## src/rtl/uart_tx_arbiter_if.sv

```systemverilog
// IO-bus link between the TX arbiter (master) and uart_core (slave).
// Read data returns the cycle after a read strobe.
interface uart_tx_arbiter_if;
  logic        cs;
  logic        rd_en;
  logic        wr_en;
  logic [31:0] address;
  logic [31:0] wr_data;
  logic [31:0] rd_data;

  modport master (output cs, rd_en, wr_en, address, wr_data, input rd_data);
  modport slave  (input cs, rd_en, wr_en, address, wr_data, output rd_data);
endinterface

```

## src/rtl/uart_tx_arbiter.sv

```systemverilog
// Round-robin, packet-locked arbiter sharing the uart_core TX FIFO between NUM_REQ
// byte streams; polls TX status for credits and writes one byte per cycle while credits last.
module uart_tx_arbiter #(
  parameter int         NUM_REQ     = 4,
  parameter int         FIFO_DEPTH  = 8,
  parameter logic [7:0] STATUS_ADDR = 8'h08,  // MMIO_UART_GET_STATUS offset
  parameter logic [7:0] DATA_ADDR   = 8'h04,  // MMIO_UART_WRITE_DATA offset
  parameter int         LOCK_TMO    = 255
) (
  input  logic                   clk,
  input  logic                   rst_n,
  input  logic [NUM_REQ-1:0]     req_valid,
  input  logic [8*NUM_REQ-1:0]   req_data,
  input  logic [NUM_REQ-1:0]     req_last,
  output logic [NUM_REQ-1:0]     req_ready,
  uart_tx_arbiter_if.master      io_bus_m,
  output logic [2:0]             grant_id,
  output logic                   busy
);

  localparam int IW = $clog2(NUM_REQ);
  localparam int CW = $clog2(FIFO_DEPTH + 1);
  localparam int TW = $clog2(LOCK_TMO + 1);
  localparam logic [CW-1:0] FULL_CREDITS = CW'(FIFO_DEPTH);
  localparam logic [TW-1:0] TMO_LAST     = TW'(LOCK_TMO - 1);
  localparam logic [IW-1:0] LAST_IDX     = IW'(NUM_REQ - 1);

  typedef enum logic [1:0] {IDLE, POLL, WAIT, WRITE} state_e;

  state_e        state_q;
  logic [IW-1:0] owner_q;
  logic [IW-1:0] rr_q;
  logic [CW-1:0] credits_q;
  logic [TW-1:0] idle_cnt_q;
  logic          lock_q;
  logic          busy_q;

  logic [7:0]         req_byte [NUM_REQ];
  logic               owner_valid;
  logic               owner_last;
  logic [7:0]         owner_byte;
  logic               wr_fire;
  logic [IW-1:0]      next_rr_d;
  logic [NUM_REQ-1:0] eligible;
  logic [IW-1:0]      scan_idx;
  logic               grant_found_d;
  logic [IW-1:0]      grant_idx_d;
  logic               tx_full;
  logic               tx_empty;
  logic [CW-1:0]      poll_credits_d;
  logic               unused_rd_bits;

  always_comb begin
    for (int i = 0; i < NUM_REQ; i++) req_byte[i] = req_data[8*i +: 8];
  end

  assign owner_valid = req_valid[owner_q];
  assign owner_last  = req_last[owner_q];
  assign owner_byte  = req_byte[owner_q];
  assign next_rr_d   = (owner_q == LAST_IDX) ? '0 : owner_q + 1'b1;

  // Scan downwards so the lowest offset from rr_q is the last (winning) assignment.
  always_comb begin
    // NOTE: every variable gets a default before any conditional write, so no latch is inferred.
    eligible      = lock_q ? (NUM_REQ'(1) << owner_q) : '1;
    grant_found_d = 1'b0;
    grant_idx_d   = rr_q;
    scan_idx      = rr_q;
    for (int k = NUM_REQ - 1; k >= 0; k--) begin
      scan_idx = IW'((int'(rr_q) + k) % NUM_REQ);
      if (req_valid[scan_idx] && eligible[scan_idx]) begin
        grant_found_d = 1'b1;
        grant_idx_d   = scan_idx;
      end
    end
  end

  assign tx_full        = io_bus_m.rd_data[3];
  assign tx_empty       = io_bus_m.rd_data[2];
  assign unused_rd_bits = ^{io_bus_m.rd_data[31:4], io_bus_m.rd_data[1:0]};
  assign poll_credits_d = tx_empty ? FULL_CREDITS : (!tx_full ? CW'(1) : '0);

  // The write strobe must coincide with the accept pulse to sustain one byte per cycle,
  // so it is decoded from the registered state and the owner's live valid.
  assign wr_fire = (state_q == WRITE) && owner_valid && (credits_q != '0);

  assign io_bus_m.rd_en   = (state_q == POLL);
  assign io_bus_m.wr_en   = wr_fire;
  assign io_bus_m.cs      = (state_q == POLL) || wr_fire;
  assign io_bus_m.address = {24'h0, (state_q == POLL) ? STATUS_ADDR :
                                    (wr_fire ? DATA_ADDR : 8'h00)};
  assign io_bus_m.wr_data = {24'h0, wr_fire ? owner_byte : 8'h00};
  assign req_ready        = wr_fire ? (NUM_REQ'(1) << owner_q) : '0;
  assign grant_id         = 3'(owner_q);
  assign busy             = busy_q;

  always_ff @(posedge clk or negedge rst_n) begin
    // NOTE: sequential state uses non-blocking assignments so every register samples pre-edge values.
    if (!rst_n) begin
      state_q    <= IDLE;
      owner_q    <= '0;
      rr_q       <= '0;
      credits_q  <= '0;
      idle_cnt_q <= '0;
      lock_q     <= 1'b0;
      busy_q     <= 1'b0;
    end else begin
      case (state_q)
        IDLE: begin
          if (grant_found_d) begin
            owner_q    <= grant_idx_d;
            busy_q     <= 1'b1;
            idle_cnt_q <= '0;
            state_q    <= (credits_q != '0) ? WRITE : POLL;
          end
        end
        POLL: state_q <= WAIT;
        WAIT: begin
          credits_q <= poll_credits_d;
          state_q   <= (poll_credits_d != '0) ? WRITE : POLL;
        end
        WRITE: begin
          if (wr_fire) begin
            credits_q  <= credits_q - 1'b1;
            idle_cnt_q <= '0;
            if (owner_last) begin
              lock_q  <= 1'b0;
              busy_q  <= 1'b0;
              rr_q    <= next_rr_d;
              state_q <= IDLE;
            end else begin
              lock_q <= 1'b1;
              if (credits_q == CW'(1)) state_q <= POLL;
            end
          end else if (credits_q == '0) begin
            state_q <= POLL;
          end else if (idle_cnt_q == TMO_LAST) begin
            // Owner stalled mid-packet too long: give the port to the others.
            lock_q     <= 1'b0;
            busy_q     <= 1'b0;
            rr_q       <= next_rr_d;
            idle_cnt_q <= '0;
            state_q    <= IDLE;
          end else begin
            idle_cnt_q <= idle_cnt_q + 1'b1;
          end
        end
        default: state_q <= IDLE;
      endcase
    end
  end

endmodule

```

## src/flat_wrapper.sv

```systemverilog
// flat-port wrapper written by rule: the top's interface ports become plain ports
module uart_tx_arbiter_flat 
#(
  parameter int         NUM_REQ     = 4,
  parameter int         FIFO_DEPTH  = 8,
  parameter logic [7:0] STATUS_ADDR = 8'h08,                                
  parameter logic [7:0] DATA_ADDR   = 8'h04,                                
  parameter int         LOCK_TMO    = 255
)
  (clk, rst_n, req_valid, req_data, req_last, req_ready, grant_id, busy, io_bus_m_cs, io_bus_m_rd_en, io_bus_m_wr_en, io_bus_m_address, io_bus_m_wr_data, io_bus_m_rd_data);
  uart_tx_arbiter_if io_bus_m_i ();
  input  logic clk;
  input  logic rst_n;
  input  logic [NUM_REQ-1:0] req_valid;
  input  logic [8*NUM_REQ-1:0] req_data;
  input  logic [NUM_REQ-1:0] req_last;
  output logic [NUM_REQ-1:0] req_ready;
  output logic [2:0] grant_id;
  output logic busy;
  output wire logic [$bits(io_bus_m_i.cs)-1:0] io_bus_m_cs;
  output wire logic [$bits(io_bus_m_i.rd_en)-1:0] io_bus_m_rd_en;
  output wire logic [$bits(io_bus_m_i.wr_en)-1:0] io_bus_m_wr_en;
  output wire logic [$bits(io_bus_m_i.address)-1:0] io_bus_m_address;
  output wire logic [$bits(io_bus_m_i.wr_data)-1:0] io_bus_m_wr_data;
  input wire logic [$bits(io_bus_m_i.rd_data)-1:0] io_bus_m_rd_data;
  assign io_bus_m_cs = io_bus_m_i.cs;
  assign io_bus_m_rd_en = io_bus_m_i.rd_en;
  assign io_bus_m_wr_en = io_bus_m_i.wr_en;
  assign io_bus_m_address = io_bus_m_i.address;
  assign io_bus_m_wr_data = io_bus_m_i.wr_data;
  assign io_bus_m_i.rd_data = io_bus_m_rd_data;
  uart_tx_arbiter #(.NUM_REQ(NUM_REQ), .FIFO_DEPTH(FIFO_DEPTH), .STATUS_ADDR(STATUS_ADDR), .DATA_ADDR(DATA_ADDR), .LOCK_TMO(LOCK_TMO)) u_core (.clk(clk), .rst_n(rst_n), .req_valid(req_valid), .req_data(req_data), .req_last(req_last), .req_ready(req_ready), .io_bus_m(io_bus_m_i), .grant_id(grant_id), .busy(busy));
endmodule
```

## config.mk

```make
export PLATFORM = sky130hd
export DESIGN_NAME = uart_tx_arbiter_flat
export DESIGN_NICKNAME = d
export VERILOG_FILES = /design/src/rtl/uart_tx_arbiter_if.sv /design/src/rtl/uart_tx_arbiter.sv /design/src/flat_wrapper.sv
export SDC_FILE = /design/constraint.sdc
export NUM_CORES = 1
export LEC_CHECK = 0
export ABC_AREA = 1
export BUFFER_PORTS_ARGS = -buffer_cell sky130_fd_sc_hd__buf_2
export CAP_MARGIN = 5
export CORE_MARGIN = 8
export CORE_UTILIZATION = 28
export DETAILED_ROUTE_END_ITERATION = 10
export PLACE_DENSITY = 0.58
export SLEW_MARGIN = 20
export SYNTH_ARGS = -nofsm -noshare
export SYNTH_HDL_FRONTEND = slang
export SYNTH_SLANG_ARGS = --single-unit
```

## constraint.sdc

```tcl
create_clock -name clk -period 4.5 [get_ports clk]
set_input_delay 0.45 -clock clk [delete_from_list [all_inputs] [get_ports clk]]
set_output_delay 0.45 -clock clk [all_outputs]
set_load 0.01 [all_outputs]
```

## After elaboration in Yosys (flattened, before gate mapping)

Cells that the tools add are included.

- Output and inout port bits: 75
- Word-level logic and storage cells: 124
- Register bits: 20
- Input bits: 74

- Reductions and logical operators: 21
- Order comparisons: 6
- Add/sub/neg operators: 6
- Bitwise logic cells: 1
- Mux-type cells: 67
- Eq/ne operators: 15
- Shift-type cells: 1

Operator list:

| kind | number |
|---|---|
| 2-to-1 mux 8 bit | 8 |
| 2-to-1 mux 2 bit | 17 |
| 2-to-1 mux 1 bit | 22 |
| binary-select mux 1 bit (select 2 bit) | 10 |
| binary-select mux 8 bit (select 2 bit) | 1 |
| 2-to-1 mux 4 bit | 4 |
| case mux 8 bit (2 select lines) | 1 |
| less-than comparator 2 x 3 -> 1 bit, second input constant | 5 |
| != test 3 x 2 -> 1 bit, second input constant | 3 |
| AND reduction 3 bit | 3 |
| adder 8 x 1 -> 8 bit, second input constant | 1 |
| == test 8 bit, second input constant | 1 |
| != test 2 x 1 -> 1 bit, second input constant | 4 |
| != test 4 x 3 -> 1 bit, second input constant | 2 |
| case mux 2 bit (4 select lines) | 1 |
| case mux 4 bit (2 select lines) | 1 |
| nonzero test 4 bit | 2 |
| == test 2 bit, second input constant | 3 |
| logical AND 1 bit | 6 |
| nonzero test 2 bit | 3 |
| AND reduction 5 bit | 1 |
| adder 2 x 1 -> 2 bit, second input constant | 2 |
| adder 2 bit, second input constant | 2 |
| == test 4 x 1 -> 1 bit, second input constant | 1 |
| 12 further kinds | 13 |

## Logic depth before layout (Yosys ltp)

- Word-level depth: 11
- Gate-level depth with buffers: 17

## Worst setup path after synthesis

Ideal clock, no wire load.

- Path kind: register -> register
- Start point: reg u_core.owner_q[0]
- End point: reg u_core.idle_cnt_q[6]
- Setup slack: 2.484 ns
- Path buffers: 3
- Arrival time: 1.941 ns
- Period minus slack after synthesis: 2.016 ns
- Stages on the path, launching flop included: 15
- Required time: 4.426 ns
- Cells stage by stage: dfrtp_1 -> inv_2 -> buf_2 -> buf_2 -> ha_1 -> inv_1 -> nand2_1 -> nand2_1 -> nand3_1 -> nand2_2 -> nand4_4 -> nand2_4 -> buf_6 -> nand2_1 -> o21ai_2

- Word-level cells in the longest chain between the ends: 11
- Elaborated cells between the ends (all ways): 27
- Those cells by class: eq/ne: 2; shift: 1; mux: 17; reduce/logical: 7

RTL lines:

| what | line | RTL |
|---|---|---|
| from (decl) | uart_tx_arbiter.sv:31 | `logic [IW-1:0] owner_q;` |
| from (signal assigned) | uart_tx_arbiter.sv:111 | `owner_q <= grant_idx_d;` |
| << shifter 1 x 2 -> 4 bit | uart_tx_arbiter.sv:65 | `eligible = lock_q ? (NUM_REQ'(1) << owner_q) : '1;` |
| 2-to-1 mux 4 bit | uart_tx_arbiter.sv:65 |  |
| binary-select mux 1 bit (select 2 bit) | uart_tx_arbiter.sv:71 | `if (req_valid[scan_idx] && eligible[scan_idx]) begin` |
| 2-to-1 mux 1 bit (implied by the code) | uart_tx_arbiter.sv:71 |  |
| logical AND 1 bit | uart_tx_arbiter.sv:71 |  |
| 2-to-1 mux 1 bit (4 in a row) | uart_tx_arbiter.sv:71 |  |
| != test 2 x 1 -> 1 bit (no line) | -- |  |
| AND reduction 3 bit (no line) | -- |  |
| to (signal assigned) | uart_tx_arbiter.sv:145 | `idle_cnt_q <= idle_cnt_q + 1'b1;` |
| to (decl) | uart_tx_arbiter.sv:34 | `logic [TW-1:0] idle_cnt_q;` |

Several ways; a longest one is shown, not always the timed one. The select of a mux whose other input is x is not followed.
A chain may end at the register's enable or synchronous reset.

## Worst setup path after layout

- Start point: reg u_core.owner_q[0]
- End point: out io_bus_m_wr_en

- Word-level cells in the longest chain between the ends: 4

RTL lines:

| what | line | RTL |
|---|---|---|
| binary-select mux 1 bit (select 2 bit) | uart_tx_arbiter.sv:57 | `assign owner_valid = req_valid[owner_q];` |
| 2-to-1 mux 1 bit (implied by the code) | uart_tx_arbiter.sv:57 |  |
| logical AND 1 bit (2 in a row) | uart_tx_arbiter.sv:85 | `assign wr_fire = (state_q == WRITE) && owner_valid && (credits_q != '0);` |
| to (decl) | flat_wrapper.sv:22 | `output wire logic [$bits(io_bus_m_i.wr_en)-1:0] io_bus_m_wr_en;` |

No other way between the ends. The select of a mux whose other input is x is not followed.

==> flow_metrics.tcl <==
set metrics [dict create \
    tritoncts_clock_tree "done" \
    holdBufCountCts 0 \
    clock_latency_on_the_worst_skew_pair_ns 0.26 \
    worstPathArrival_ns 2.54 \
    maxCapViolations 0 \
    setup-violations-final 0 \
    gr-usage-all-layers_pct 10.20 \
    crit_path_start "u_core.owner_q[0]" \
    drt-initial-drc-count 100 \
    viasPerCell 4.277 \
    remaining_antenna_violation_count 0 \
    fmax_mhz 333.9 \
    rsz0062_at_grt "false" \
    floorplan.initialDensity_pct 28.79 \
    yosysWarnings 0 \
    setup_tns_ns 0 \
    cts_post_setup_buffers_inserted 0 \
    row_count 34 \
    timing.critical_path.from_type "flop" \
    die_area_sq_um 12200 \
    synth_top_area_share_pct 20.03 \
    cp.required_ns 4.05 \
    placeableCoreArea_sq_um 8678 \
    postRouteWirelength_microns 6285 \
    cts_max_path_buffers 2 \
    dp_worst_setup_slack_ns 1.747 \
    synth_ff_type "dfrtp_1" \
    synth_top_family_by_area "simple AND/OR/NAND/NOR gates" \
    fin_crit_ns 2.995 \
    post_synth.cell_area_avg_sq_um 6.326 \
    reg2reg_to "u_core.idle_cnt_q[2]" \
    die_height_microns 110.5 \
    hold_viol 0 \
    finish.net_count 537 \
    critPathCaptureType "output pin" \
    antenna_found_initial 0 \
    synth_cells 395 \
    ys_seq_elements 20 \
    drcViolationCount 0 \
    fraction_of_synthesized_cell_area_in_xor_and_xnor_cells_pct 0.7011 \
    cts_h_tree_depth 1 \
    yosys-top-cells-count "nand2_1, buf_4, nor2_1" \
    synth_top_cell_by_area "dfrtp_1" \
    boundaryPins 149 \
    cts.sink_count 20 \
    dpl.hpwl_microns 5110 \
    syn_to_final_growth_pct 8.012 \
    clock-skew-final_ns 0.005962 \
    timing_max_transition_violations_final 0 \
    grt_max_degree 27 \
    peak_supply_drop_mv 0.1668 \
    synth_fa_ha_area_share_pct 6.510 \
    drt_pre_antenna_iters 4 \
    worst_slack_ns 1.505 \
    insertedDiodeCount 0 \
    slew_headroom_pct 45.55 \
    worst-r2r-setup-slack_ns 1.77 \
    wl_per_cell_microns 11.30 \
    path_clk_slew_ns 0.08 \
    synth_compound_area_share_pct 12.27 \
    final_layout_size_suffix_gt1_share_pct 20.54 \
    total_of_cells_resized_after_clock_tree_synthesis 0 \
    numPlacedInstances 553 \
    design_power_total_mw 1.549 \
    port-buffer-count 63 \
    p_per_cell_area_nw_per_um2 573.8 \
    synth_edf_count 0 \
    synthesis.area_sq_um 2499 \
    synth.area.mux_share_pct 0 \
    regToRegStartpoint "u_core.owner_q[0]" \
    post-synth-top-count-cell "nand2_1" \
    endpoint "io_bus_m_wr_en" \
    cts_made_buffers 3 \
    floorplan.die.width_microns 110.5 \
    wire_length_of_the_first_global_routing_pass_microns 11030 \
    post_synth_main_area_contributors "dfrtp_1, buf_4, nand2_1" \
    timing_worst_setup_path_type "flop to output pin" \
    hold_path_class "input pin to asynchronous set/reset pin" \
    clockRootBuffer "clkbuf_8" \
    cellLeakagePower_nw 1.533 \
    tightest_slew_ns 0.8167 \
    netlist-cell-type-count 29 \
    async_flop_share_pct 100.0 \
    synth-simple-area-share_pct 34.70 \
    vias_after_detailed_routing 2378 \
    synth.yosys.seq_area_share_pct 20.03 \
    postLayoutCoreUtil_pct 31.10 \
    first_global_vias 2411 \
    place.gp.congestion 0.8269 \
    finalCritPeriodShare_pct 66.55 \
    timing.reg2reg.worst_path_depth 12 \
    outcome "finished clean" \
    stdcell_count 556 \
    critical_path_peak_fanout 26 \
    grt_remaining_overflow 0 \
]
-- worst max-delay path, stage by stage, from the launching register on --
cell and delay (ns):
dfrtp_1 0.88, inv_2 0.33, nand2_1 0.13, nand3_1 0.07, nand2_1 0.14, nand2_2 0.31
inv_1 0.25, buf_2 0.17
-- final cells by class --
cell class / count / area (sq um)
Sequential cell: 20 / 500.5
Inverter: 39 / 146.4
Clock buffer: 3 / 41.29
Tap cell: 108 / 135.1
Fill cell: 995 / 5979
Timing Repair Buffer: 63 / 315.3
Multi-Input combinational cell: 323 / 1560
-- kinds of logic (layout without fill, tap and decap cells) --
kind of cell    after synthesis  after routing
buf+inv                     106            105
compound gates               55             55
flops                        20             20
simple gates                198            198
xor+xnor                      2              2
fa+ha+maj                    13             13
other cells                   1             55
-- power by group --
group          switching [mW]  internal, mW
registers               0.108         0.238
clock network          0.0608        0.0598
logic                   0.722         0.360
total                   0.891         0.658
-- metal layers --
layer  wire [microns]  GRT usage, %  vias to the layer above
met5                0             0                        -
met1             2760         11.78                     1045
met4               90         2.432                        0
met3              497         3.626                        9
li1                 -             -                     1250
met2             2936         17.49                       74
-- worst min-delay path by stage --
stage | from | to | slack (ns) | cells after the start
final | rst_n | u_core.idle_cnt_q[0] | 0.14 | 1
after global routing | rst_n | u_core.idle_cnt_q[0] | 0.17 | 1
after CTS | rst_n | u_core.idle_cnt_q[1] | 0.15 | 1
after detailed placement | rst_n | u_core.idle_cnt_q[1] | 0.44 | 1
after global placement | rst_n | u_core.idle_cnt_q[1] | 0.44 | 1
after floorplan | rst_n | u_core.busy | 0.15 | 0
-- cells in the final DEF, fill, tap and decap left out, types with 11 or more instances in the layout --
cell type	count
nand2_1	97
buf_2	63
conb_1	55
nor2_1	48
inv_1	35
nand3_1	29
o21ai_0	28
dfrtp_1	20
ha_1	13
a21oi_1	11
-- through the flow --
step | instance area [sq um] | hold WS (ns)
final | 2699 | 0.1350
after detailed placement | 2658 | 0.4437
after global routing | 2699 | 0.1715
after CTS | 2699 | 0.1490
after floorplan | 2701 | 0.1544
after global placement | 2658 | 0.4388
-- flip-flops by register name, indices dropped and copies added (netlist names) --
register           flops
u_core.idle_cnt_q      8
u_core.credits_q       4
u_core.owner_q         2
u_core.rr_q            2
u_core.state_q         2
u_core.busy            1
u_core.lock_q          1
(Power assumes the default switching activity.)
